File: src/rtl/serial_sub.sv
// rtl/serial_sub.sv - bit-serial subtractor a - b - bin, LSB first, WIDTH cycles per operation
// Optional zero/ovf flag ports are built in when SERIAL_SUB_FLAGS_EN is defined.
module serial_sub #(
  parameter int WIDTH = 16
) (
  input  logic             clk,
  input  logic             rst,
  input  logic             in_valid,
  output logic             in_ready,
  input  logic [WIDTH-1:0] a,
  input  logic [WIDTH-1:0] b,
  input  logic             bin,
  output logic             out_valid,
  input  logic             out_ready,
  output logic [WIDTH-1:0] diff,
  output logic             bout
`ifdef SERIAL_SUB_FLAGS_EN
  ,
  output logic             zero,
  output logic             ovf
`endif
);

  localparam int CW = $clog2(WIDTH);
  localparam logic [CW-1:0] LAST = CW'(WIDTH - 1);

  typedef enum logic [1:0] {
    IDLE  = 2'd0,
    SHIFT = 2'd1,
    DONE  = 2'd2
  } state_t;

  state_t           state_q, state_d;
  logic [CW-1:0]    cnt_q, cnt_d;
  logic [WIDTH-1:0] a_q, a_d;
  logic [WIDTH-1:0] b_q, b_d;
  logic [WIDTH-1:0] res_q, res_d;
  logic             br_q, br_d;
  // Holds in_ready low until the first clock edge after reset is released.
  logic             live_q, live_d;

  logic a_bit, b_bit, d_bit, br_next;

  assign a_bit   = a_q[0];
  assign b_bit   = b_q[0];
  assign d_bit   = a_bit ^ b_bit ^ br_q;
  assign br_next = (~a_bit & b_bit) | (~(a_bit ^ b_bit) & br_q);

`ifdef SERIAL_SUB_FLAGS_EN
  logic a_msb_q, a_msb_d;
  logic b_msb_q, b_msb_d;
  logic zero_q, zero_d;
  logic ovf_q, ovf_d;
`endif

  always_ff @(posedge clk or posedge rst) begin
    if (rst) begin
      state_q <= IDLE;
    end else begin
      state_q <= state_d;
    end
  end

  always_ff @(posedge clk or posedge rst) begin
    if (rst) begin
      cnt_q   <= '0;
      a_q     <= '0;
      b_q     <= '0;
      res_q   <= '0;
      br_q    <= 1'b0;
      live_q  <= 1'b0;
`ifdef SERIAL_SUB_FLAGS_EN
      a_msb_q <= 1'b0;
      b_msb_q <= 1'b0;
      zero_q  <= 1'b0;
      ovf_q   <= 1'b0;
`endif
    end else begin
      cnt_q   <= cnt_d;
      a_q     <= a_d;
      b_q     <= b_d;
      res_q   <= res_d;
      br_q    <= br_d;
      live_q  <= live_d;
`ifdef SERIAL_SUB_FLAGS_EN
      a_msb_q <= a_msb_d;
      b_msb_q <= b_msb_d;
      zero_q  <= zero_d;
      ovf_q   <= ovf_d;
`endif
    end
  end

  always_comb begin
    state_d = state_q;
    cnt_d   = cnt_q;
    a_d     = a_q;
    b_d     = b_q;
    res_d   = res_q;
    br_d    = br_q;
    live_d  = 1'b1;
`ifdef SERIAL_SUB_FLAGS_EN
    a_msb_d = a_msb_q;
    b_msb_d = b_msb_q;
    zero_d  = zero_q;
    ovf_d   = ovf_q;
`endif
    case (state_q)
      IDLE: begin
        if (in_valid && live_q) begin
          a_d     = a;
          b_d     = b;
          br_d    = bin;
          cnt_d   = '0;
          state_d = SHIFT;
`ifdef SERIAL_SUB_FLAGS_EN
          a_msb_d = a[WIDTH-1];
          b_msb_d = b[WIDTH-1];
`endif
        end
      end
      SHIFT: begin
        a_d   = a_q >> 1;
        b_d   = b_q >> 1;
        res_d = {d_bit, res_q[WIDTH-1:1]};
        br_d  = br_next;
        cnt_d = cnt_q + 1'b1;
        if (cnt_q == LAST) begin
          state_d = DONE;
`ifdef SERIAL_SUB_FLAGS_EN
          zero_d  = (res_d == '0);
          ovf_d   = (a_msb_q != b_msb_q) && (d_bit != a_msb_q);
`endif
        end
      end
      DONE: begin
        if (out_ready) begin
          state_d = IDLE;
        end
      end
      default: state_d = IDLE;
    endcase
  end

  assign in_ready  = (state_q == IDLE) && live_q;
  assign out_valid = (state_q == DONE);
  assign diff      = res_q;
  assign bout      = br_q;
`ifdef SERIAL_SUB_FLAGS_EN
  assign zero      = zero_q;
  assign ovf       = ovf_q;
`endif

endmodule

File: config.mk
export PLATFORM = sky130hd
export DESIGN_NAME = serial_sub
export DESIGN_NICKNAME = d
export VERILOG_FILES = /design/src/rtl/serial_sub.sv
export SDC_FILE = /design/constraint.sdc
export NUM_CORES = 1
export LEC_CHECK = 0
export CELL_PAD_IN_SITES_DETAIL_PLACEMENT = 1
export CELL_PAD_IN_SITES_GLOBAL_PLACEMENT = 1
export CORE_ASPECT_RATIO = 0.8
export CORE_MARGIN = 3
export CORE_UTILIZATION = 38
export DETAILED_ROUTE_END_ITERATION = 7
export HOLD_SLACK_MARGIN = 0.06
export PLACE_DENSITY = 0.8
export SLEW_MARGIN = 40
export SYNTH_ARGS = -nofsm -noshare
export SYNTH_HDL_FRONTEND = slang
export SYNTH_SLANG_ARGS = --single-unit
export TNS_END_PERCENT = 100
File: constraint.sdc
create_clock -name clk -period 2.5 [get_ports clk]
set_clock_uncertainty 0.15 [all_clocks]
set_input_delay 0.75 -clock clk [delete_from_list [all_inputs] [get_ports clk]]
set_output_delay 0.75 -clock clk [all_outputs]
set_load 0.02 [all_outputs]
# Word level (Yosys, flattened, before mapping)
# Index checks and enable logic that the tools add are counted.
dict set report op_classes {
  addsub 1
  n_mul 0
  n_div 0
  order_cmp 0
  eq_ne 6
  shifts 0
  n_mux 12
  bitwise 7
  n_reduce_logical 6
}
# op n
set op_table {}
lappend op_table {{case mux 16 bit (2 select lines)} 2}
lappend op_table {{2-to-1 mux 16 bit} 2}
lappend op_table {{case mux 4 bit (2 select lines)} 1}
lappend op_table {{2-to-1 mux 2 bit} 3}
lappend op_table {{case mux 2 bit (3 select lines)} 1}
lappend op_table {{adder 4 x 1 -> 4 bit (second input constant)} 1}
lappend op_table {{equality test 4 bit (second input constant)} 1}
lappend op_table {{2-to-1 mux 4 bit} 1}
lappend op_table {{!= test 2 bit (second input constant)} 2}
lappend op_table {{AND reduction 3 bit} 1}
lappend op_table {{AND 1 bit} 2}
lappend op_table {{equality test 2 x 1 -> 1 bit (second input constant)} 1}
lappend op_table {{equality test 2 bit (second input constant)} 1}
lappend op_table {{logical AND 1 bit} 2}
lappend op_table {{zero test 2 bit} 1}
lappend op_table {{!= test 2 x 1 -> 1 bit (second input constant)} 1}
lappend op_table {{inverter 1 bit} 2}
lappend op_table {{case mux 1 bit (2 select lines)} 1}
lappend op_table {{AND reduction 2 bit} 1}
lappend op_table {{nonzero test 2 bit} 1}
lappend op_table {{XOR 1 bit} 2}
lappend op_table {{2-to-1 mux 1 bit} 1}
lappend op_table {{OR 1 bit} 1}
dict set report totals {
  ff_bits 56
  latchBits 0
  mem_bits_rw 0
  mem_bits_ro 0
  inputBits 37
  output_inout_bits 19
  wordCells 39
  mem_count 0
}

# Depth between registers and ports, before layout
dict set report logic_depth {
  depth_word 5
  ltp_mapped 6
  mapped_depth_nobuf 5
}

# Worst setup path after synthesis
# OpenSTA, ideal clock, no wires.
dict set report synth_path {
  kind {register to output}
  start {register state_q[1]}
  end {output port in_ready}
  arrival_ns 1.262
  setup_slack_ns 0.338
  path_stages_with_launch 4
  path_cell_list {dfrtp_1 buf_2 clkbuf_1 nor3b_1}
}
dict set report synth_via {
  elab_chain_len 2
}
# item line_no
set synth_lines {}
lappend synth_lines {{start: declaration} 33} ;# state_t state_q, state_d;
lappend synth_lines {{start signal: assignment} 60} ;# state_q <= state_d;
lappend synth_lines {{zero test 2 bit} 145} ;# assign in_ready = (state_q == IDLE) && live_q;
lappend synth_lines {{logical AND 1 bit} 145}
lappend synth_lines {{end: declaration} 9} ;# output logic in_ready,
# No other way between the ends.

# Final worst setup path
dict set report layout_path {
  start {register state_q[0]}
  end {output port out_valid}
}
dict set report layout_via {
  elab_chain_len 1
}
# item line_no
set layout_lines {}
lappend layout_lines {{equality test 2 bit} 146} ;# assign out_valid = (state_q == DONE);
lappend layout_lines {{end: declaration} 13} ;# output logic out_valid,
# No other way between the ends.

==> metrics.log <==
[metrics] antenna cells: 0
[metrics] largest fanout on the critical path: 9
[metrics] reported leakage power: 1.43 nW
[metrics] vias per cell: 5.13
[metrics] sort of element at the end of the critical path: output pin
[metrics] proportion of synthesized chip area in sequential cells: 0.548
[metrics] post-synthesis register bit count: 56
[metrics] number of hold-slack violations in the final timing report: 0
[metrics] fraction of final layout cells with drive strength greater than 1: 0.0627
[metrics] path type of the worst setup path: reg -> out
[metrics] final period demand of the worst path: 2.35 ns
[metrics] asr flop ratio synth: 1.00
[metrics] total DRC errors in the routed layout: 0
[metrics] post-layout util: 0.508
[metrics] per-cell routed wire length: 15.8 µm
[metrics] synthesis warning total: 0
[metrics] top-level port count: 56
[metrics] Placer Congestion: 0.752
[metrics] most common flop cell mapped by yosys: dfrtp_1
[metrics] TritonCTS clock tree: done
[metrics] largest buffer count on any clock path: 2
[metrics] clock-pin slew on the worst setup and hold paths: 0.10 ns
[metrics] worst-case vdd ir drop: 0.604 mV
[metrics] most instantiated cells after synthesis: dfrtp_1, nand2_1, o21ai_0, mux2i_1, o21ai_1
[metrics] net count after synthesis: 291
[metrics] Congestion Overflow GR: 0
[metrics] net count of the finished layout: 341
[metrics] crit path DAT: 1.45 ns
[metrics] count of endpoints failing setup in the final report: 0
[metrics] horizontal die dimension: 97.7 µm
[metrics] full die area: 7750 µm²
[metrics] Req. time, crit path: 1.60 ns
[metrics] source of the critical timing path: state_q[0]$_DFFE_PP0P_
[metrics] cell type contributing the most total cell area after synthesis: dfrtp_1
[metrics] fin crit share: 0.942
[metrics] maximum number of pins on one net before global-route repair: 57
[metrics] later-pin clock latency in the skew report: 0.31 ns
[metrics] number of fill cells: 724
[metrics] max cap viols: 0
[metrics] post-synth cell types: 28
[metrics] number of antenna violations at the first check in global routing: 0
[metrics] library cell with the highest instance count after synthesis: dfrtp_1
[metrics] number of DRC markers in iteration 0: 37
[metrics] category of the worst setup path launch point: register
[metrics] leading post-synthesis cells by cell area: dfrtp_1, mux2i_1, nand2_1
[metrics] Gate Count Post-Synth: 252
[metrics] height of the chip: 79.4 µm
[metrics] all-layer global routing usage: 0.172
[metrics] final count of pins violating max slew: 0
[metrics] H-tree depth reported by CTS: 2
[metrics] Antenna Nets Post-Route: 0
[metrics] TritonCTS sink count: 56
[metrics] core footprint: 6440 µm²
[metrics] RSZ-0062 raised after global routing: false
[metrics] Power Dens Cells: 1170 nW/µm²
[metrics] post-detailed-placement half-perimeter wirelength: 4140 µm
[metrics] fraction of post-synthesis cell area in the top cell type by area: 0.548
[metrics] Critical R2R Launch: state_q[1]$_DFFE_PP0P_
[metrics] cell at the root of the clock tree: clkbuf_8
[metrics] Inserted Clock Buffers: 5
[metrics] total wire length after detailed routing: 6120 µm
[metrics] number of optimization iterations in the first detailed-route pass: 4
[metrics] result of the run: finished clean
[metrics] first-pass GRT wire length: 10,700 µm
[metrics] highest clock frequency the design can meet: 425 MHz
[metrics] summed negative setup slack over all endpoints: 0 ns
[metrics] number of synthesized flops with an enable pin: 0
[metrics] standard-cell rows: 26
[metrics] Starting Density: 0.397
[metrics] Post-Syn Area per Cell: 10.1 µm²
[metrics] class of the worst hold path: reg -> reg
[metrics] Port Buffers: 55
[metrics] signed area change from the synthesized netlist to the final layout: 27.9%
[metrics] Mapped Area: 2560 µm²
[metrics] number of global-route vias before repair: 2,169
[metrics] routed via count: 1,984
[metrics] origin of the worst min-delay path: diff[0]$_DFFE_PP0N_
-- report_power, final --
group          leakage (nW)  switching (mW)  internal (mW)
clock                0.0516           0.299          0.227
sequential            0.702           0.267           1.31
combinational         0.673           0.935          0.779
total                  1.43            1.50           2.31
-- final cells by class --
cell class                 instances  area [µm²]  share of cell area
clock inverter                     2        13.8             0.00421
timing repair buffer              62         626               0.191
sequential                        56        1400               0.428
tap                               84         105              0.0321
clock buffer                       6        82.6              0.0252
inverter                           4        15.0             0.00459
multi-input combinational        173        1030               0.314
-- sequential cells by signal, indices dropped and copies added, names as in the netlist --
signal / cells
b_q: 16
a_q: 16
state_q: 2
bout: 1
diff: 16
live_q: 1
cnt_q: 4
-- repair_timing --
| item | CTS | global route |
|---|---|---|
| endpoints found under the setup margin | 2 | 0 |
| hold buffers | 0 | 0 |
| buffers inserted | 0 | 0 |
| gates resized for setup | 2 | 0 |
-- through the flow --
stage / cell area, µm² / hold slack [ns] / setup WS (ns) / power, mW / cells
after floorplan: 2560 / 0.317 / 0.229 / 2.74 / 252
after global routing: 3270 / 0.362 / 0.0613 / 4.14 / 387
after CTS: 3270 / 0.338 / 0.126 / 3.87 / 387
after detailed placement: 3180 / 0.313 / 0.0786 / 3.34 / 379
final: 3270 / 0.331 / 0.145 / 3.82 / 387
after global placement: 3180 / 0.310 / 0.152 / 3.24 / 379
-- cell usage in the layout, fill, tap and decap left out, drive strengths merged --
cell type and count:
dfrtp 56, clkdlybuf4s50 53, a22o 2, clkbuf 6, fa 1, conb 1
xnor2 1, o21a 1, dlygate4sd2 2, and2b 1, buf 7, a41oi 1
and4b 2, o21ai 64, mux2i 30, o2bb2ai 1, nor2b 1, nor2 2
clkinv 1, or2 1, nand3 2, a21oi 7, nand2b 1, nand2 51
ha 1, inv 5, nor3b 2
-- metal layers --
metal | up-vias | track usage | part of all wire
li1 | 957 | - | -
met1 | 984 | 0.229 | 0.47
met2 | 36 | 0.279 | 0.48
met3 | 7 | 0.0448 | 0.035
met4 | 0 | 0.0470 | 0.0096
met5 | - | 0 | 0
-- kinds of logic after synthesis --
logic type | count (synthesis) | synth area share
flops | 56 | 0.548
fa+ha+maj | 2 | 0.0127
simple gates | 63 | 0.106
mux | 30 | 0.117
other cells | 1 | 0.00147
xor+xnor | 1 | 0.00343
buf+inv | 23 | 0.0509
compound gates | 76 | 0.160
-- final timing paths --
| kind | to | slack [ns] | depth (start not counted) |
|---|---|---|---|
| min in group asynchronous | diff[12]$_DFFE_PP0N_ | 0.67 | 3 |
| max in group asynchronous | b_q[15]$_DFFE_PP0P_ | 1.28 | 3 |
| setup / recovery | out_valid | 0.15 | 2 |
| setup reg to reg | a_q[6]$_DFFE_PP0P_ | 0.69 | 4 |
| hold / removal | diff[0]$_DFFE_PP0N_ | 0.33 | 2 |
| hold reg to reg | diff[0]$_DFFE_PP0N_ | 0.33 | 2 |
-- critical path, cell delays in order, from the launching register on --
cell and delay, ns:
dfrtp_1 0.51, and2b_1 0.29, dlygate4sd2_1 0.36
No activity file was read; power rests on OpenSTA's default activity.
